`src/rtl/serial_adder.sv`:
```
// rtl/serial_adder.sv - bit-serial adder, one full-add per clock, start/busy/done handshake
module serial_adder #(
  parameter int WIDTH = 8
) (
  input  logic             clk,
  input  logic             rst,
  input  logic             start,
  input  logic [WIDTH-1:0] a,
  input  logic [WIDTH-1:0] b,
  input  logic             cIn,
  output logic             busy,
  output logic             done,
  output logic [WIDTH-1:0] s,
  output logic             cOut
);

  typedef enum logic [1:0] {
    IDLE = 2'd0,
    RUN  = 2'd1,
    DONE = 2'd2
  } state_t;

  // Counter only needs to reach WIDTH-1; keep at least one bit for WIDTH=1.
  localparam int CW = (WIDTH > 1) ? $clog2(WIDTH) : 1;
  localparam logic [CW-1:0] LAST = CW'(WIDTH - 1);

  state_t           state_q, state_d;
  logic [WIDTH-1:0] a_q, a_d;
  logic [WIDTH-1:0] b_q, b_d;
  logic [WIDTH-1:0] sum_q, sum_d;
  logic             carry_q, carry_d;
  logic [CW-1:0]    cnt_q, cnt_d;
  logic [WIDTH-1:0] s_q, s_d;
  logic             cout_q, cout_d;

  logic             fa_s;
  logic             fa_c;
  logic             last_bit;

  // Single full-adder cell working on the current LSBs and the held carry.
  always_comb begin
    fa_s     = a_q[0] ^ b_q[0] ^ carry_q;
    fa_c     = (a_q[0] & b_q[0]) | (carry_q & (a_q[0] ^ b_q[0]));
    last_bit = (cnt_q == LAST);
  end

  // State and datapath registers; reset wins over everything.
  always_ff @(posedge clk) begin
    if (rst) begin
      state_q <= IDLE;
      a_q     <= '0;
      b_q     <= '0;
      sum_q   <= '0;
      carry_q <= 1'b0;
      cnt_q   <= '0;
      s_q     <= '0;
      cout_q  <= 1'b0;
    end else begin
      state_q <= state_d;
      a_q     <= a_d;
      b_q     <= b_d;
      sum_q   <= sum_d;
      carry_q <= carry_d;
      cnt_q   <= cnt_d;
      s_q     <= s_d;
      cout_q  <= cout_d;
    end
  end

  // Next-state: accept in IDLE, run WIDTH bits, one DONE cycle, back to IDLE.
  always_comb begin
    state_d = state_q;
    case (state_q)
      IDLE:    if (start) state_d = RUN;
      RUN:     if (last_bit) state_d = DONE;
      DONE:    state_d = IDLE;
      default: state_d = IDLE;
    endcase
  end

  // Datapath: load operands on accept, shift one bit per RUN edge, publish result on the last bit.
  always_comb begin
    a_d     = a_q;
    b_d     = b_q;
    sum_d   = sum_q;
    carry_d = carry_q;
    cnt_d   = cnt_q;
    s_d     = s_q;
    cout_d  = cout_q;
    case (state_q)
      IDLE: begin
        if (start) begin
          a_d     = a;
          b_d     = b;
          carry_d = cIn;
          cnt_d   = '0;
          sum_d   = '0;
        end
      end
      RUN: begin
        a_d            = a_q >> 1;
        b_d            = b_q >> 1;
        sum_d          = sum_q >> 1;
        sum_d[WIDTH-1] = fa_s;
        carry_d        = fa_c;
        cnt_d          = cnt_q + CW'(1);
        if (last_bit) begin
          s_d    = sum_d;
          cout_d = fa_c;
        end
      end
      default: begin
      end
    endcase
  end

  // Handshake outputs decoded from state.
  always_comb begin
    busy = 1'b0;
    done = 1'b0;
    case (state_q)
      RUN:     busy = 1'b1;
      DONE:    done = 1'b1;
      default: begin
      end
    endcase
  end

  assign s    = s_q;
  assign cOut = cout_q;

endmodule

```
`config.mk`:
```
export PLATFORM = sky130hd
export DESIGN_NAME = serial_adder
export DESIGN_NICKNAME = d
export VERILOG_FILES = /design/src/rtl/serial_adder.sv
export SDC_FILE = /design/constraint.sdc
export NUM_CORES = 1
export LEC_CHECK = 0
export CORE_UTILIZATION = 55
export CTS_CLUSTER_DIAMETER = 200
export DETAILED_ROUTE_END_ITERATION = 10
export PLACE_DENSITY_LB_ADDON = 0.12
export SLEW_MARGIN = 20
export SYNTH_ARGS = -nofsm -noshare
export SYNTH_HDL_FRONTEND = slang
export SYNTH_SLANG_ARGS = --single-unit
```
`constraint.sdc`:
```
create_clock -name clk -period 2.9 [get_ports clk]
set_input_delay 0.87 -clock clk [delete_from_list [all_inputs] [get_ports clk]]
set_output_delay 0.87 -clock clk [all_outputs]
set_load 0.02 [all_outputs]
```
==> impl_metrics.py, run 1 <==
metrics = {
    "outcome": {
        "status": "finished, violations left",
        "violations": "DRC",
    },
    "synthesis": {
        "synth-seq-cells": 38,
        "synth_cells": 165,
        "ys_seq_area_share_pct": 46.1,
        "ys_warn_count": 0,
        "syn_area_mm2": 0.00165,
        "syn_nets": 188,
        "syn_avg_cell_area_um2": 10.0,
        "ys_types": 27,
    },
    "die": {
        "rows": 19,
        "coreArea_mm2": 0.00281,
        "dieArea_mm2": 0.00322,
        "ioPinCount": 31,
        "die_y_um": 56.8,
        "initial_core_util_pct": 58.8,
        "die_width_um": 56.8,
    },
    "drt": {
        "routedWlPerCell_um": 14.0,
        "maxUsedRoutingLayer": "met4",
        "vias": 1246,
        "drt_first_pass_iters": 7,
        "via_per_inst": 5.56,
        "drc": 11,
        "wl_met3_um": 190,
        "wl_met2_um": 1410,
        "m1WireLength_um": 1480,
        "antenna_left": 0,
        "drt-total-wl_um": 3140,
        "drt-initial-drc-count": 49,
    },
    "global_route": {
        "first_global_vias": 1127,
        "grtUsageTotal_pct": 21.8,
        "overflow": 0,
        "grt_pass1_wl_um": 5260,
        "antenna_found_initial": 0,
        "grt_max_degree": 26,
    },
    "placement": {
        "pre_cts_slack_ps": 418,
        "place_congestion": 0.756,
        "dpl-instance-area_mm2": 0.00194,
        "hpwl_um": 2180,
        "port_buffers": 30,
    },
    "sta": {
        "finalSetupTns_ps": 0,
        "maxSlewViolCount": 0,
        "slew_headroom_pct": 46.6,
        "fin_crit_ps": 2670,
        "max_freq_mhz": 375,
        "setup_viol": 0,
        "rsz0062_at_grt": "no",
        "setup_ws_ps": 232,
        "finalCritPeriodShare_pct": 92.0,
        "final_hold_viol_count": 0,
        "tightest_slew_ps": 799,
        "fin_skew_ps": 7.32,
    },
    "setup_path": {
        "criticalPathCategory": "reg2out",
        "reg2reg_setup_slack_ps": 1270,
        "arrival_ps": 1800,
        "critPathLaunchType": "flop",
        "required_ps": 2030,
        "critPathMaxFanout": 12,
        "crit_path_end_kind": "primary output",
    },
    "clock_network": {
        "cts_setup_buffers": 0,
        "cts_buffers": 5,
        "htree_levels": 2,
        "cts_resized": 0,
        "clock-sinks": 38,
        "clk_pin_slew_worst_paths_ps": 110,
        "cts_tree": "done",
        "clock_latency_ps": 350,
        "root_buffer": "clkbuf_4",
        "cts-hold-fix-buffers": 0,
        "cts.path.max_buffers": 2,
    },
    "hold_path": {
        "hold_path.class": "reg2reg",
    },
    "layout": {
        "n_antenna_cell": 0,
        "fin_nets": 216,
        "synthToLayoutAreaGrowth_pct": 20.5,
        "final_area_mm2": 0.00199,
        "layout-drive-gt1-share_pct": 14.5,
        "fillers": 228,
    },
    "job": {
        "maxCapViolations": 0,
    },
    "pwr": {
        "p_leak_uw": 0.000733,
        "p_per_area_mw_per_mm2": 482,
        "vdd_drop_max_mv": 0.370,
    },
}
cells in the mapped netlist, drive strengths merged:
master   number  share of area (%)
dfxtp        38                 46
nor2         27                6.1
nand2        18                4.1
a211oi       14                 11
mux2i        14                8.5
a21oi        11                3.3
buf          11                5.2
a22oi         9                4.1
clkbuf        3               0.68
a2111oi       2                1.5
ha            2                1.5
inv           2               0.46
nor4b         2                1.1
and2b         1               0.46
and3b         1               0.53
fa            1                1.2
nand3b        1               0.68
nand4bb       1               0.68
nor2b         1               0.38
nor3          1               0.30
nor3b         1               0.46
nor4bb        1               0.61
o21ai         1               0.30
o21ba         1               0.61
o21bai        1               0.46
per-stage QoR:
step | hold WS (ps) | total power, µW | std cells | util, %
after floorplan | 432 | 671 | 165 | -
after global placement | 443 | 707 | 217 | 69.2
after detailed placement | 448 | 714 | 217 | 69.2
after CTS | 463 | 965 | 224 | 70.9
after global routing | 484 | 1000 | 224 | 70.9
final | 460 | 959 | 224 | 70.9
path summary, 6_finish.rpt:
check | end | cells past startpoint | start
min reg2reg | s[1] | 2 | s[1]
min | s[1] | 2 | s[1]
max | busy | 2 | state_q[1]
max reg2reg | a_q[6] | 5 | state_q[0]
per-layer routing:
metal	global-route usage, %	vias to the layer above
met5	0	-
met4	9.41	0
met3	6.68	7
met2	34.0	31
met1	27.8	573
li1	-	635
placed cells by master, fill, tap and decap left out, types with 2 or more instances in the layout:
| master | n |
|---|---|
| a21oi_1 | 11 |
| nor4b_1 | 2 |
| a22oi_1 | 9 |
| buf_4 | 4 |
| dfxtp_1 | 38 |
| a211oi_2 | 14 |
| mux2i_1 | 14 |
| clkdlybuf4s50_1 | 30 |
| nor2_1 | 27 |
| clkinv_2 | 2 |
| nand2_1 | 18 |
| inv_1 | 2 |
| clkbuf_4 | 5 |
| ha_1 | 2 |
logic make-up (layout without fill, tap and decap cells):
kind of cell / Yosys count / in the layout / share of synthesized area [%]
AO/OA/AOI/OAI: 39 / 39 / 20.9
adder cells (fa/ha/maj): 3 / 3 / 2.73
buffers and inverters: 16 / 44 / 6.37
flip-flops: 38 / 38 / 46.1
multiplexers: 14 / 14 / 8.49
AND/OR/NAND/NOR: 55 / 55 / 15.4
where the power goes:
| group | internal, µW | switching [µW] |
|---|---|---|
| Clock | 87.2 | 171 |
| Combinational | 71.0 | 69.6 |
| Sequential | 546 | 14.7 |
sequential cells by signal, summed over array words and instances (netlist names):
register and count:
a_q 8, b_q 8, s 8, sum_q 7, cnt_q 3, state_q 2, cOut 1, carry_q 1
final cells by class:
cell class	instances	area [µm²]	area share, %
multi-input combinational	111	785	39.4
sequential	38	761	38.2
timing repair buffer	35	350	17.6
tap	31	38.8	1.95
clock buffer	5	37.5	1.89
clock inverter	2	10.0	0.503
inverter	2	7.51	0.377
critical path: stages, from the launching register on:
cell             delay [ps]
dfxtp_1                 320
and2b_1                 440
clkdlybuf4s50_1         680
(Power assumes the default switching activity.)
==> run 2, diff against run 1 <==
--- a/config.mk
+++ b/config.mk
@@ -5,10 +5,12 @@
 export SDC_FILE = /design/constraint.sdc
 export NUM_CORES = 1
 export LEC_CHECK = 0
+export ABC_CLOCK_PERIOD_IN_PS = 2900
 export CORE_UTILIZATION = 55
 export CTS_CLUSTER_DIAMETER = 200
 export DETAILED_ROUTE_END_ITERATION = 10
 export PLACE_DENSITY_LB_ADDON = 0.12
+export RECOVER_POWER = 50
 export SLEW_MARGIN = 20
 export SYNTH_ARGS = -nofsm -noshare
 export SYNTH_HDL_FRONTEND = slang
==> impl_metrics.py, run 2 (synthesis gave the netlist of run 1 again) <==
metrics = {
    "drt": {
        "routedWlPerCell_um": 14.0,
        "antenna_left": 0,
        "vias": 1242,
        "drc": 11,
        "drt-total-wl_um": 3140,
        "via_per_inst": 5.54,
        "drt-initial-drc-count": 57,
        "drt_first_pass_iters": 7,
    },
    "die": {
        "ioPinCount": 31,
        "initial_core_util_pct": 58.8,
        "rows": 19,
        "die_y_um": 56.8,
        "coreArea_mm2": 0.00281,
        "die_width_um": 56.8,
        "dieArea_mm2": 0.00322,
    },
    "sta": {
        "fin_skew_ps": 5.81,
        "maxSlewViolCount": 0,
        "hold_ws_ps": 460,
        "max_freq_mhz": 379,
        "rsz0062_at_grt": "no",
        "final_hold_viol_count": 0,
        "slew_headroom_pct": 34.7,
        "tightest_slew_ps": 979,
        "fin_crit_ps": 2640,
        "finalCritPeriodShare_pct": 90.9,
        "finalSetupTns_ps": 0,
        "setup_viol": 0,
    },
    "setup_path": {
        "critPathLaunchType": "flop",
        "criticalPathCategory": "reg2out",
        "reg2reg_setup_slack_ps": 990,
        "arrival_ps": 1770,
        "crit_path_end_kind": "primary output",
        "critPathMaxFanout": 12,
        "required_ps": 2030,
        "reg2reg_depth": 5,
    },
    "layout": {
        "n_antenna_cell": 0,
        "fin_nets": 216,
        "synthToLayoutAreaGrowth_pct": 17.5,
        "final_area_mm2": 0.00194,
        "post-route-util_pct": 69.1,
        "layout_commonest_cell": "dfxtp_1",
        "stdcell_count": 224,
        "layout-drive-gt1-share_pct": 10.9,
        "final_cell_mix": "38 x dfxtp_1, 28 x clkdlybuf4s50_1, 27 x nor2_1",
        "fillers": 237,
    },
    "job": {
        "maxCapViolations": 0,
    },
    "outcome": {
        "status": "finished, violations left",
        "violations": "DRC",
    },
    "pwr": {
        "p_switching_uw": 249,
        "pwr-share-seq_pct": 59.2,
        "clkPwrFrac_pct": 27.1,
        "vdd_drop_max_mv": 0.367,
        "netSwitchingFraction_pct": 26.3,
        "p_int_uw": 697,
        "p_per_area_mw_per_mm2": 488,
        "p_comb_share_pct": 13.6,
        "p_leak_uw": 0.000719,
    },
    "hold_path": {
        "min_delay_path_depth": 2,
        "hold_path.class": "reg2reg",
    },
    "clock_network": {
        "cts_buffers": 5,
        "cts-hold-fix-buffers": 0,
        "cts_setup_buffers": 0,
        "htree_levels": 2,
        "root_buffer": "clkbuf_4",
        "cts_tree": "done",
        "clock-sinks": 38,
        "cts.path.max_buffers": 2,
        "clock_latency_ps": 350,
        "cts_resized": 0,
        "clk_pin_slew_worst_paths_ps": 110,
    },
    "placement": {
        "dp.cells": 217,
        "hpwl_um": 2180,
        "place_congestion": 0.756,
        "port_buffers": 30,
        "dpl-instance-area_mm2": 0.00194,
    },
    "global_route": {
        "grtUsageTotal_pct": 21.8,
        "first_global_vias": 1127,
        "antenna_found_initial": 0,
        "overflow": 0,
        "grt_pass1_wl_um": 5260,
        "grt_max_degree": 26,
    },
}
-- run 2: cell types whose count changed in the layout (fill, tap and decap cells not counted) --
cell	delta
clkbuf_2	+1
clkdlybuf4s50_1	-2
a211oi_1	+5
a211oi_2	-5
clkbuf_1	+1
dlygate4sd3_1	+2
buf_12	-1
a2111oi_0	+1
a2111oi_2	-1
buf_4	-1
-- run 2: path summary, 6_finish.rpt --
check | start | endpoint
max reg2reg | state_q[0] | a_q[1]
min | s[1] | s[1]
min reg2reg | s[1] | s[1]
max | state_q[1] | busy
-- run 2: critical path: stages (launching register included) --
cell and delay [ps]:
dfxtp_1 320, and2b_1 420, clkdlybuf4s50_1 680
-- run 2: per-stage QoR --
| stage | power, µW | setup WS (ps) |
|---|---|---|
| after floorplan | 671 | 1100 |
| after global placement | 707 | 520 |
| after detailed placement | 714 | 418 |
| after CTS | 965 | 217 |
| after global routing | 992 | 184 |
| final | 946 | 263 |
-- run 2: layout make-up --
cell class	count	area (µm²)	share of cell area, %
timing repair buffer	35	332	17.1
sequential	38	761	39.2
multi-input combinational	111	753	38.8
clock buffer	5	37.5	1.94
tap	31	38.8	2.00
clock inverter	2	10.0	0.516
inverter	2	7.51	0.387
-- run 2: layer usage --
| layer | track usage [%] | part of all wire (%) | up-vias |
|---|---|---|---|
| met1 | 27.8 | 47 | 573 |
| met5 | 0 | 0 | - |
| met4 | 9.41 | 1.6 | 0 |
| li1 | - | - | 632 |
| met2 | 34.0 | 45 | 30 |
| met3 | 6.68 | 6.1 | 7 |
-- run 2: power by group through the flow --
stage / sequential [µW] / combinational [µW] / clock [µW]
after floorplan: 568 / 103 / 0
after global placement: 571 / 136 / 0
after detailed placement: 573 / 141 / 0
after CTS: 561 / 142 / 262
after global routing: 564 / 143 / 285
final: 561 / 129 / 257
